File: src/rtl/hour_counter.sv
// ============================================================================
// hour_counter
// ----------------------------------------------------------------------------
// Hour stage of the alarm-clock timekeeping chain. It sits after the minute
// counter and keeps a 0-23 hour. The hour advances on the minute carry and on
// a debounced, auto-repeating "set hour" pushbutton. The hour is shown in
// 24-hour form, or in 12-hour form with an AM/PM flag. A one-cycle day carry
// is emitted on midnight rollover caused by the minute carry.
//
// Build option:
//   HOUR_AMPM_EN  defined   -> 12/24-hour display mapping and pm flag active
//                 undefined -> mode24 ignored, count = hour, pm tied to 0
//
// Parameters:
//   DEB_CYCLES   cycles the synchronised button must stay high before the
//                first increment
//   HOLD_CYCLES  cycles from the first button increment to the first repeat
//   RPT_CYCLES   cycles between later auto-repeat increments
//
// Ports:
//   clk      in   system clock
//   rst      in   asynchronous, active-high reset
//   c        in   minute carry; one hour increment per cycle sampled high
//   btn_raw  in   unsynchronised, bouncy set-hour button, active-high
//   mode24   in   1 = 24-hour display, 0 = 12-hour display
//   count    out  displayed hour (combinational from the hour and mode24)
//   pm       out  high when the hour is 12-23 (combinational)
//   zC       out  registered day carry, one-cycle pulse
// ============================================================================
module hour_counter #(
    parameter int unsigned DEB_CYCLES  = 20,
    parameter int unsigned HOLD_CYCLES = 500,
    parameter int unsigned RPT_CYCLES  = 200
) (
    input  logic       clk,
    input  logic       rst,
    input  logic       c,
    input  logic       btn_raw,
    input  logic       mode24,
    output logic [4:0] count,
    output logic       pm,
    output logic       zC
);

    // ------------------------------------------------------------------------
    // Widths and constants
    // ------------------------------------------------------------------------
    localparam int unsigned H_W     = 5;
    localparam int unsigned SUM_W   = H_W + 1;
    localparam int unsigned MAX_DH  = (DEB_CYCLES > HOLD_CYCLES) ? DEB_CYCLES : HOLD_CYCLES;
    localparam int unsigned MAX_CYC = (MAX_DH > RPT_CYCLES) ? MAX_DH : RPT_CYCLES;
    localparam int unsigned TCNT_W  = (MAX_CYC > 1) ? $clog2(MAX_CYC) : 1;

    localparam logic [TCNT_W-1:0] DEB_LAST  = TCNT_W'(DEB_CYCLES - 1);
    localparam logic [TCNT_W-1:0] HOLD_LAST = TCNT_W'(HOLD_CYCLES - 1);
    localparam logic [TCNT_W-1:0] RPT_LAST  = TCNT_W'(RPT_CYCLES - 1);
    localparam logic [TCNT_W-1:0] TCNT_ZERO = TCNT_W'(0);

    localparam logic [H_W-1:0]   HOUR_LAST = H_W'(23);
    localparam logic [H_W-1:0]   HOUR_NOON = H_W'(12);
    localparam logic [SUM_W-1:0] HOURS_DAY = SUM_W'(24);

    typedef enum logic [1:0] {
        S_IDLE = 2'd0,
        S_DEB  = 2'd1,
        S_HELD = 2'd2,
        S_RPT  = 2'd3
    } state_t;

    // ------------------------------------------------------------------------
    // Signals
    // ------------------------------------------------------------------------
    logic              r_sync_meta;
    logic              r_bs;
    state_t            r_state;
    state_t            w_state_nxt;
    logic [TCNT_W-1:0] r_tcnt;
    logic [TCNT_W-1:0] w_tcnt_nxt;
    logic              w_btn_inc;
    logic [H_W-1:0]    r_h24;
    logic [H_W-1:0]    w_h24_nxt;
    logic [SUM_W-1:0]  w_h24_sum;
    logic              r_zc;

    // ------------------------------------------------------------------------
    // Two-flop synchroniser for the raw button
    // ------------------------------------------------------------------------
    always_ff @(posedge clk or posedge rst) begin
        if (rst) begin
            r_sync_meta <= 1'b0;
            r_bs        <= 1'b0;
        end else begin
            r_sync_meta <= btn_raw;
            r_bs        <= r_sync_meta;
        end
    end

    // ------------------------------------------------------------------------
    // Button FSM: state and shared interval counter registers
    // ------------------------------------------------------------------------
    always_ff @(posedge clk or posedge rst) begin
        if (rst) begin
            r_state <= S_IDLE;
            r_tcnt  <= TCNT_ZERO;
        end else begin
            r_state <= w_state_nxt;
            r_tcnt  <= w_tcnt_nxt;
        end
    end

    // ------------------------------------------------------------------------
    // Button FSM: next state and counter; release always wins over an
    // interval expiring in the same cycle
    // ------------------------------------------------------------------------
    always_comb begin
        w_state_nxt = r_state;
        w_tcnt_nxt  = r_tcnt;
        case (r_state)
            S_IDLE: begin
                if (r_bs) begin
                    w_state_nxt = S_DEB;
                    w_tcnt_nxt  = TCNT_ZERO;
                end
            end
            S_DEB: begin
                if (!r_bs) begin
                    w_state_nxt = S_IDLE;
                    w_tcnt_nxt  = TCNT_ZERO;
                end else if (r_tcnt == DEB_LAST) begin
                    w_state_nxt = S_HELD;
                    w_tcnt_nxt  = TCNT_ZERO;
                end else begin
                    w_tcnt_nxt  = r_tcnt + TCNT_W'(1);
                end
            end
            S_HELD: begin
                if (!r_bs) begin
                    w_state_nxt = S_IDLE;
                    w_tcnt_nxt  = TCNT_ZERO;
                end else if (r_tcnt == HOLD_LAST) begin
                    w_state_nxt = S_RPT;
                    w_tcnt_nxt  = TCNT_ZERO;
                end else begin
                    w_tcnt_nxt  = r_tcnt + TCNT_W'(1);
                end
            end
            S_RPT: begin
                if (!r_bs) begin
                    w_state_nxt = S_IDLE;
                    w_tcnt_nxt  = TCNT_ZERO;
                end else if (r_tcnt == RPT_LAST) begin
                    w_tcnt_nxt  = TCNT_ZERO;
                end else begin
                    w_tcnt_nxt  = r_tcnt + TCNT_W'(1);
                end
            end
            default: begin
                w_state_nxt = S_IDLE;
                w_tcnt_nxt  = TCNT_ZERO;
            end
        endcase
    end

    // ------------------------------------------------------------------------
    // Button FSM: increment strobe on the last cycle of each interval
    // ------------------------------------------------------------------------
    always_comb begin
        w_btn_inc = 1'b0;
        case (r_state)
            S_DEB:   w_btn_inc = r_bs && (r_tcnt == DEB_LAST);
            S_HELD:  w_btn_inc = r_bs && (r_tcnt == HOLD_LAST);
            S_RPT:   w_btn_inc = r_bs && (r_tcnt == RPT_LAST);
            default: w_btn_inc = 1'b0;
        endcase
    end

    // ------------------------------------------------------------------------
    // Hour arithmetic: advance by c + btn_inc (0..2), modulo 24
    // ------------------------------------------------------------------------
    always_comb begin
        w_h24_sum = SUM_W'(r_h24) + SUM_W'(c) + SUM_W'(w_btn_inc);
        if (w_h24_sum >= HOURS_DAY) begin
            w_h24_nxt = H_W'(w_h24_sum - HOURS_DAY);
        end else begin
            w_h24_nxt = H_W'(w_h24_sum);
        end
    end

    // ------------------------------------------------------------------------
    // Hour register and day carry; only the minute carry at 23 makes a day
    // ------------------------------------------------------------------------
    always_ff @(posedge clk or posedge rst) begin
        if (rst) begin
            r_h24 <= '0;
            r_zc  <= 1'b0;
        end else begin
            r_h24 <= w_h24_nxt;
            r_zc  <= c && (r_h24 == HOUR_LAST);
        end
    end

    assign zC = r_zc;

    // ------------------------------------------------------------------------
    // Display mapping
    // ------------------------------------------------------------------------
`ifdef HOUR_AMPM_EN
    logic [H_W-1:0] w_h12;

    // 12-hour form: hour mod 12, with 0 shown as 12
    always_comb begin
        pm = (r_h24 >= HOUR_NOON);
        if (pm) begin
            w_h12 = r_h24 - HOUR_NOON;
        end else begin
            w_h12 = r_h24;
        end
        if (w_h12 == H_W'(0)) begin
            w_h12 = HOUR_NOON;
        end
        count = mode24 ? r_h24 : w_h12;
    end
`else
    logic w_unused_mode24;

    // Fixed 24-hour display; mode24 has no effect in this build
    assign w_unused_mode24 = mode24;
    assign count           = r_h24;
    assign pm              = 1'b0;
`endif

    // ------------------------------------------------------------------------
    // Sanity checks on internal state
    // ------------------------------------------------------------------------
`ifndef SYNTHESIS
    a_hour_range: assert property (@(posedge clk) disable iff (rst)
        r_h24 <= HOUR_LAST);
    a_zc_single: assert property (@(posedge clk) disable iff (rst)
        r_zc |=> !r_zc);
`endif

endmodule

File: config.mk
export PLATFORM = sky130hd
export DESIGN_NAME = hour_counter
export DESIGN_NICKNAME = d
export VERILOG_FILES = /design/src/rtl/hour_counter.sv
export SDC_FILE = /design/constraint.sdc
export NUM_CORES = 1
export LEC_CHECK = 0
export CORE_MARGIN = 2
export CORE_UTILIZATION = 40
export CTS_CLUSTER_SIZE = 24
export DETAILED_ROUTE_END_ITERATION = 8
export PLACE_DENSITY = 0.68
export SLEW_MARGIN = 40
export SYNTH_ARGS = -nofsm -noshare
export SYNTH_HDL_FRONTEND = slang
export SYNTH_SLANG_ARGS = --single-unit
File: constraint.sdc
create_clock -name clk -period 2.1 [get_ports clk]
set_input_delay 0.525 -clock clk [delete_from_list [all_inputs] [get_ports clk]]
set_output_delay 0.525 -clock clk [all_outputs]
set_load 0.01 [all_outputs]
Word level (Yosys, flattened, before mapping)
Index checks and enable logic that the tools add are counted.
{"block": "totals", "regBits": 19, "input_bits": 5, "out_inout_bits": 7, "word_cells": 45}
{"block": "classes", "addsub": 4, "magnitude_cmp": 1, "n_eq_ne": 11, "n_mux": 17, "n_reduce_logical": 6}
{"op": "$mux 9", "count": 7}
{"op": "$pmux 9 s4", "count": 1}
{"op": "$mux 2", "count": 6}
{"op": "$add 9x1->9 const B", "count": 1}
{"op": "$eq 9x5->1 const B", "count": 1}
{"op": "$eq 9x8->1 const B", "count": 1}
{"op": "$eq 9x9->1 const B", "count": 1}
{"op": "$pmux 2 s4", "count": 1}
{"op": "$add 5x1->6", "count": 1}
{"op": "$add 6x1->6", "count": 1}
{"op": "$ge 6x5->1 const B", "count": 1}
{"op": "$ne 3x3->1 const B", "count": 2}
{"op": "$eq 5x5->1 const B", "count": 1}
{"op": "$mux 5", "count": 1}
{"op": "$sub 5x5->5 const B", "count": 1}
{"op": "$eq 2x2->1 const B", "count": 2}
{"op": "$logic_and 1x1->1", "count": 4}
{"op": "$ne 2x2->1 const B", "count": 2}
{"op": "$reduce_and 4->1", "count": 1}
{"op": "$pmux 1 s3", "count": 1}
{"op": "$eq 2x1->1 const B", "count": 1}
{"op": "$logic_not 2->1", "count": 1}

Longest topological paths before layout
{"block": "logic_depth", "depth_word": 6, "mapped_depth": 12, "mapped_depth_nobuf": 12}

Worst setup path after synthesis
OpenSTA, ideal clock, no wires.
{"block": "synth_path", "path_type": "register to register", "start": "register r_tcnt[0]", "end": "register r_h24[3], in the netlist count[3]", "setup_time_ns": 0.122, "t_arrival_ns": 2.131, "required_ns": 1.978, "slack_ns": -0.152, "stages_incl_launch_ff": 12, "path_buffers": 0, "synth_period_minus_slack_ns": 2.252, "cell_sequence": "dfrtp_1 > ha_1 > nor2b_2 > and3_1 > nand2_1 > nand2_1 > nand2_1 > fa_1 > inv_1 > ha_1 > o21ai_0 > a32o_1"}
{"block": "synth_between", "elab_chain_cells": 6, "word_cells_on_any_way": 11, "cone_classes": "2 x add/sub; 1 x order compare; 3 x eq/ne; 2 x mux; 3 x reduce/logical"}
{"item": "from (decl)", "line": "77", "source": "logic [TCNT_W-1:0] r_tcnt;"}
{"item": "from (signal assigned)", "line": "107", "source": "r_tcnt <= w_tcnt_nxt;"}
{"item": "$eq 9x8->1 (tied with other cells)", "line": "172", "source": "S_RPT: w_btn_inc = r_bs && (r_tcnt == RPT_LAST);"}
{"item": "$logic_and 1x1->1 (on tied branches)", "line": "172, 170, 171"}
{"item": "$pmux 1 s3 (*)", "line": "169", "source": "case (r_state)"}
{"item": "$add 6x1->6 (*)", "line": "181", "source": "w_h24_sum = SUM_W'(r_h24) + SUM_W'(c) + SUM_W'(w_btn_inc);"}
{"item": "$sub 5x5->5 or $ge 6x5->1 (tied branches)", "line": "183, 182"}
{"item": "$mux 5 (*)", "line": "182", "source": "if (w_h24_sum >= HOURS_DAY) begin"}
{"item": "via w_h24_nxt[3]", "line": "81", "source": "logic [H_W-1:0] w_h24_nxt;"}
{"item": "to (signal assigned)", "line": "197", "source": "r_h24 <= w_h24_nxt;"}
{"item": "to (decl)", "line": "80", "source": "logic [H_W-1:0] r_h24;"}
Mark *: on every way through the listed nets, which the timed path passes. The rest lies on a longest branch.
A chain may end at the register's enable or synchronous reset.

Worst setup path in the final report
{"block": "layout_path", "start": "register r_tcnt[6]", "end": "register r_h24[3], in the netlist count[3]"}
Same word-level chain as after synthesis.

==> flow_metrics.tcl <==
set metrics [dict create \
    violations "negative setup slack" \
    syn_area_um2 1080 \
    cts_tree "built" \
    synth_cells 113 \
    fill_cells 233 \
    cts_max_path_buffers 2 \
    clk_pin_slew_worst_paths_ns 0.11 \
    grt_pass1_vias 901 \
    synth_edf_count 0 \
    syn_nets 121 \
    synth_flop_cell "dfrtp_1" \
    critPathMaxStageDelay_ns 0.43 \
    die_y_um 55.9 \
    drive_gt1_frac 0.315 \
    final_cell_mix "buf_4 (25), dfrtp_1 (18), nand2_1 (16)" \
    crit_path_end_kind "flop" \
    finalHoldViolations 0 \
    place_area_um2 1360 \
    status "finished with violations" \
    hold_class "flop to flop" \
    async_reset_ff_frac 1.00 \
    synth_cell_types 44 \
    yosysSeqAreaShare 0.441 \
    p_per_area_nw_per_um2 663 \
    min_period_over_period 1.05 \
    critical_path_buf_inv_count 1 \
    finalInstanceArea_um2 1440 \
    layout_setup_ws_ns -0.108 \
    num-nets-final 155 \
    cts-htree-levels 1 \
    arrival_ns 2.40 \
    post-route-util 0.570 \
    worstMarginPinSlew_ns 0.617 \
    num_vias 900 \
    critPathMaxFanout 4 \
    antenna_found_initial 0 \
    drt_iter0_drc 9 \
    grt_max_degree 20 \
    syn_to_final_growth_pct 33.4 \
    crit_path_cell_trace "nor4b_4, a41oi_2, nor2b_1, nand2_1, fa_2, inv_2, ha_4, o21ai_2, a32o_1" \
    cts_root_buffer "clkbuf_4" \
    fin_crit_ns 2.21 \
    drv_slew 0 \
    num_rows 18 \
    initial_utilization 0.428 \
    setup_viol_count_final 3 \
    crit_path_start_kind "flop" \
    grt_pass1_wl_um 4070 \
    drc 0 \
    cts_sinks 19 \
    wirelength_um 2290 \
    fp.dieW_um 55.9 \
    layout.cells.most_common "buf_4" \
    max_freq_mhz 453 \
    grtUsageTotal 0.166 \
    grt_setup_unrepaired "yes" \
    dpl.hpwl_um 1670 \
    diodes 0 \
    cp_slowest_cell "dfrtp_1" \
    maxCapViolations 0 \
    ys_ff_latch 19 \
    crit_required_ns 2.29 \
    criticalPathCategory "flop to flop" \
    grt-ovfl-total 0 \
    slew_headroom 0.586 \
    power_mw 0.954 \
    cts_buffers 3 \
    ir_worst_vdd_mv 0.714 \
    finClkSkew_ns 0.00207 \
    wl_per_cell_um 13.0 \
    syn_area_per_cell_um2 9.54 \
    critPathTopFamily "simple AND/OR/NAND/NOR gates" \
    gp_congestion 0.766 \
    coreArea_um2 2520 \
    dr.pass1.iters 6 \
    ios 12 \
    p_leak_nw 0.680 \
    clk-insertion-delay-late_ns 0.29 \
    postRouteAntennaNets 0 \
    ys_warn_count 0 \
    portBuffers 9 \
    viasPerCell 5.11 \
    die-area_um2 3130 \
]
## final timing paths
| check | from | end | slack (ns) | depth (start not counted) |
|---|---|---|---|---|
| setup / recovery | r_tcnt[6] | count[3] | -0.11 | 9 |
| min in group asynchronous | rst | r_tcnt[3] | 0.54 | 3 |
| setup reg to reg | r_tcnt[6] | count[3] | -0.11 | 9 |
| max in group asynchronous | rst | r_tcnt[2] | 1.34 | 3 |
| hold reg to reg | r_sync_meta | r_bs | 0.36 | 0 |
| hold / removal | r_sync_meta | r_bs | 0.36 | 0 |
## kinds of logic after synthesis
family | after synthesis | synth area share
AOI/OAI and AO/OA | 21 | 0.136
xor gates and xnor gates | 5 | 0.0406
DFF | 19 | 0.441
adders and majority gates | 3 | 0.0418
other | 1 | 0.00348
and+or+nand+nor | 52 | 0.280
buffers and inverters | 12 | 0.0580
## through the flow
stage / setup TNS (ns) / worst slack (ns) / instances / hold slack [ns]
after detailed placement: -0.254 / -0.141 / 167 / 0.340
after global routing: -0.588 / -0.215 / 176 / 0.372
after global placement: -0.205 / -0.117 / 167 / 0.338
after floorplan: -0.0944 / -0.0540 / 113 / 0.331
after CTS: -0.151 / -0.0767 / 175 / 0.368
final: -0.230 / -0.108 / 176 / 0.364
## layer usage
layer	share of wire	vias to the layer above	wire (um)	GRT usage
met4	0.0044	0	10	0.0612
met3	0.022	2	51	0.0302
met1	0.47	432	1090	0.212
met2	0.50	12	1140	0.279
li1	-	454	-	-
met5	0	-	0	0
## cell usage after synthesis (2+ instances only)
library cell  number  area share
and2_1             2       0.012
o211ai_1           2       0.014
xor2_1             3       0.024
nand2_1           16       0.056
xnor2_1            2       0.016
dfrtp_1           19        0.44
o22ai_1            4       0.023
ha_1               2       0.023
and3_1             2       0.012
nor2b_1            5       0.029
nor2_1             7       0.024
o21a_1             2       0.014
buf_2              2      0.0093
buf_4              2       0.014
inv_1              7       0.024
nand3_1            5       0.023
a21oi_1            4       0.019
## sequential cells by signal (all words and copies together), names as in the netlist
| name | cells |
|---|---|
| count | 5 |
| r_bs | 1 |
| r_state | 2 |
| r_sync_meta | 1 |
| r_tcnt | 9 |
| zC | 1 |
## cell type report
| class | count | area [um2] | share of cell area |
|---|---|---|---|
| Inverter | 7 | 26.3 | 0.0183 |
| Multi-Input combinational cell | 82 | 594 | 0.413 |
| Sequential cell | 19 | 477 | 0.331 |
| Clock buffer | 4 | 26.3 | 0.0183 |
| Timing Repair Buffer | 34 | 278 | 0.193 |
| Tap cell | 30 | 37.5 | 0.0261 |
## repair_timing
item                       in CTS  in global routing
resized for setup               3                  1
buffers inserted                4                  1
setup endpoints to repair       3                  3
hold buffers                    0                  0
pin swaps                       4                  0
## report_power, final
| part | total (mW) | internal [mW] | switching [mW] |
|---|---|---|---|
| sequential | 0.474 | 0.412 | 0.0620 |
| clock | 0.187 | 0.0738 | 0.113 |
| combinational | 0.293 | 0.170 | 0.124 |
(Power assumes the default switching activity.)
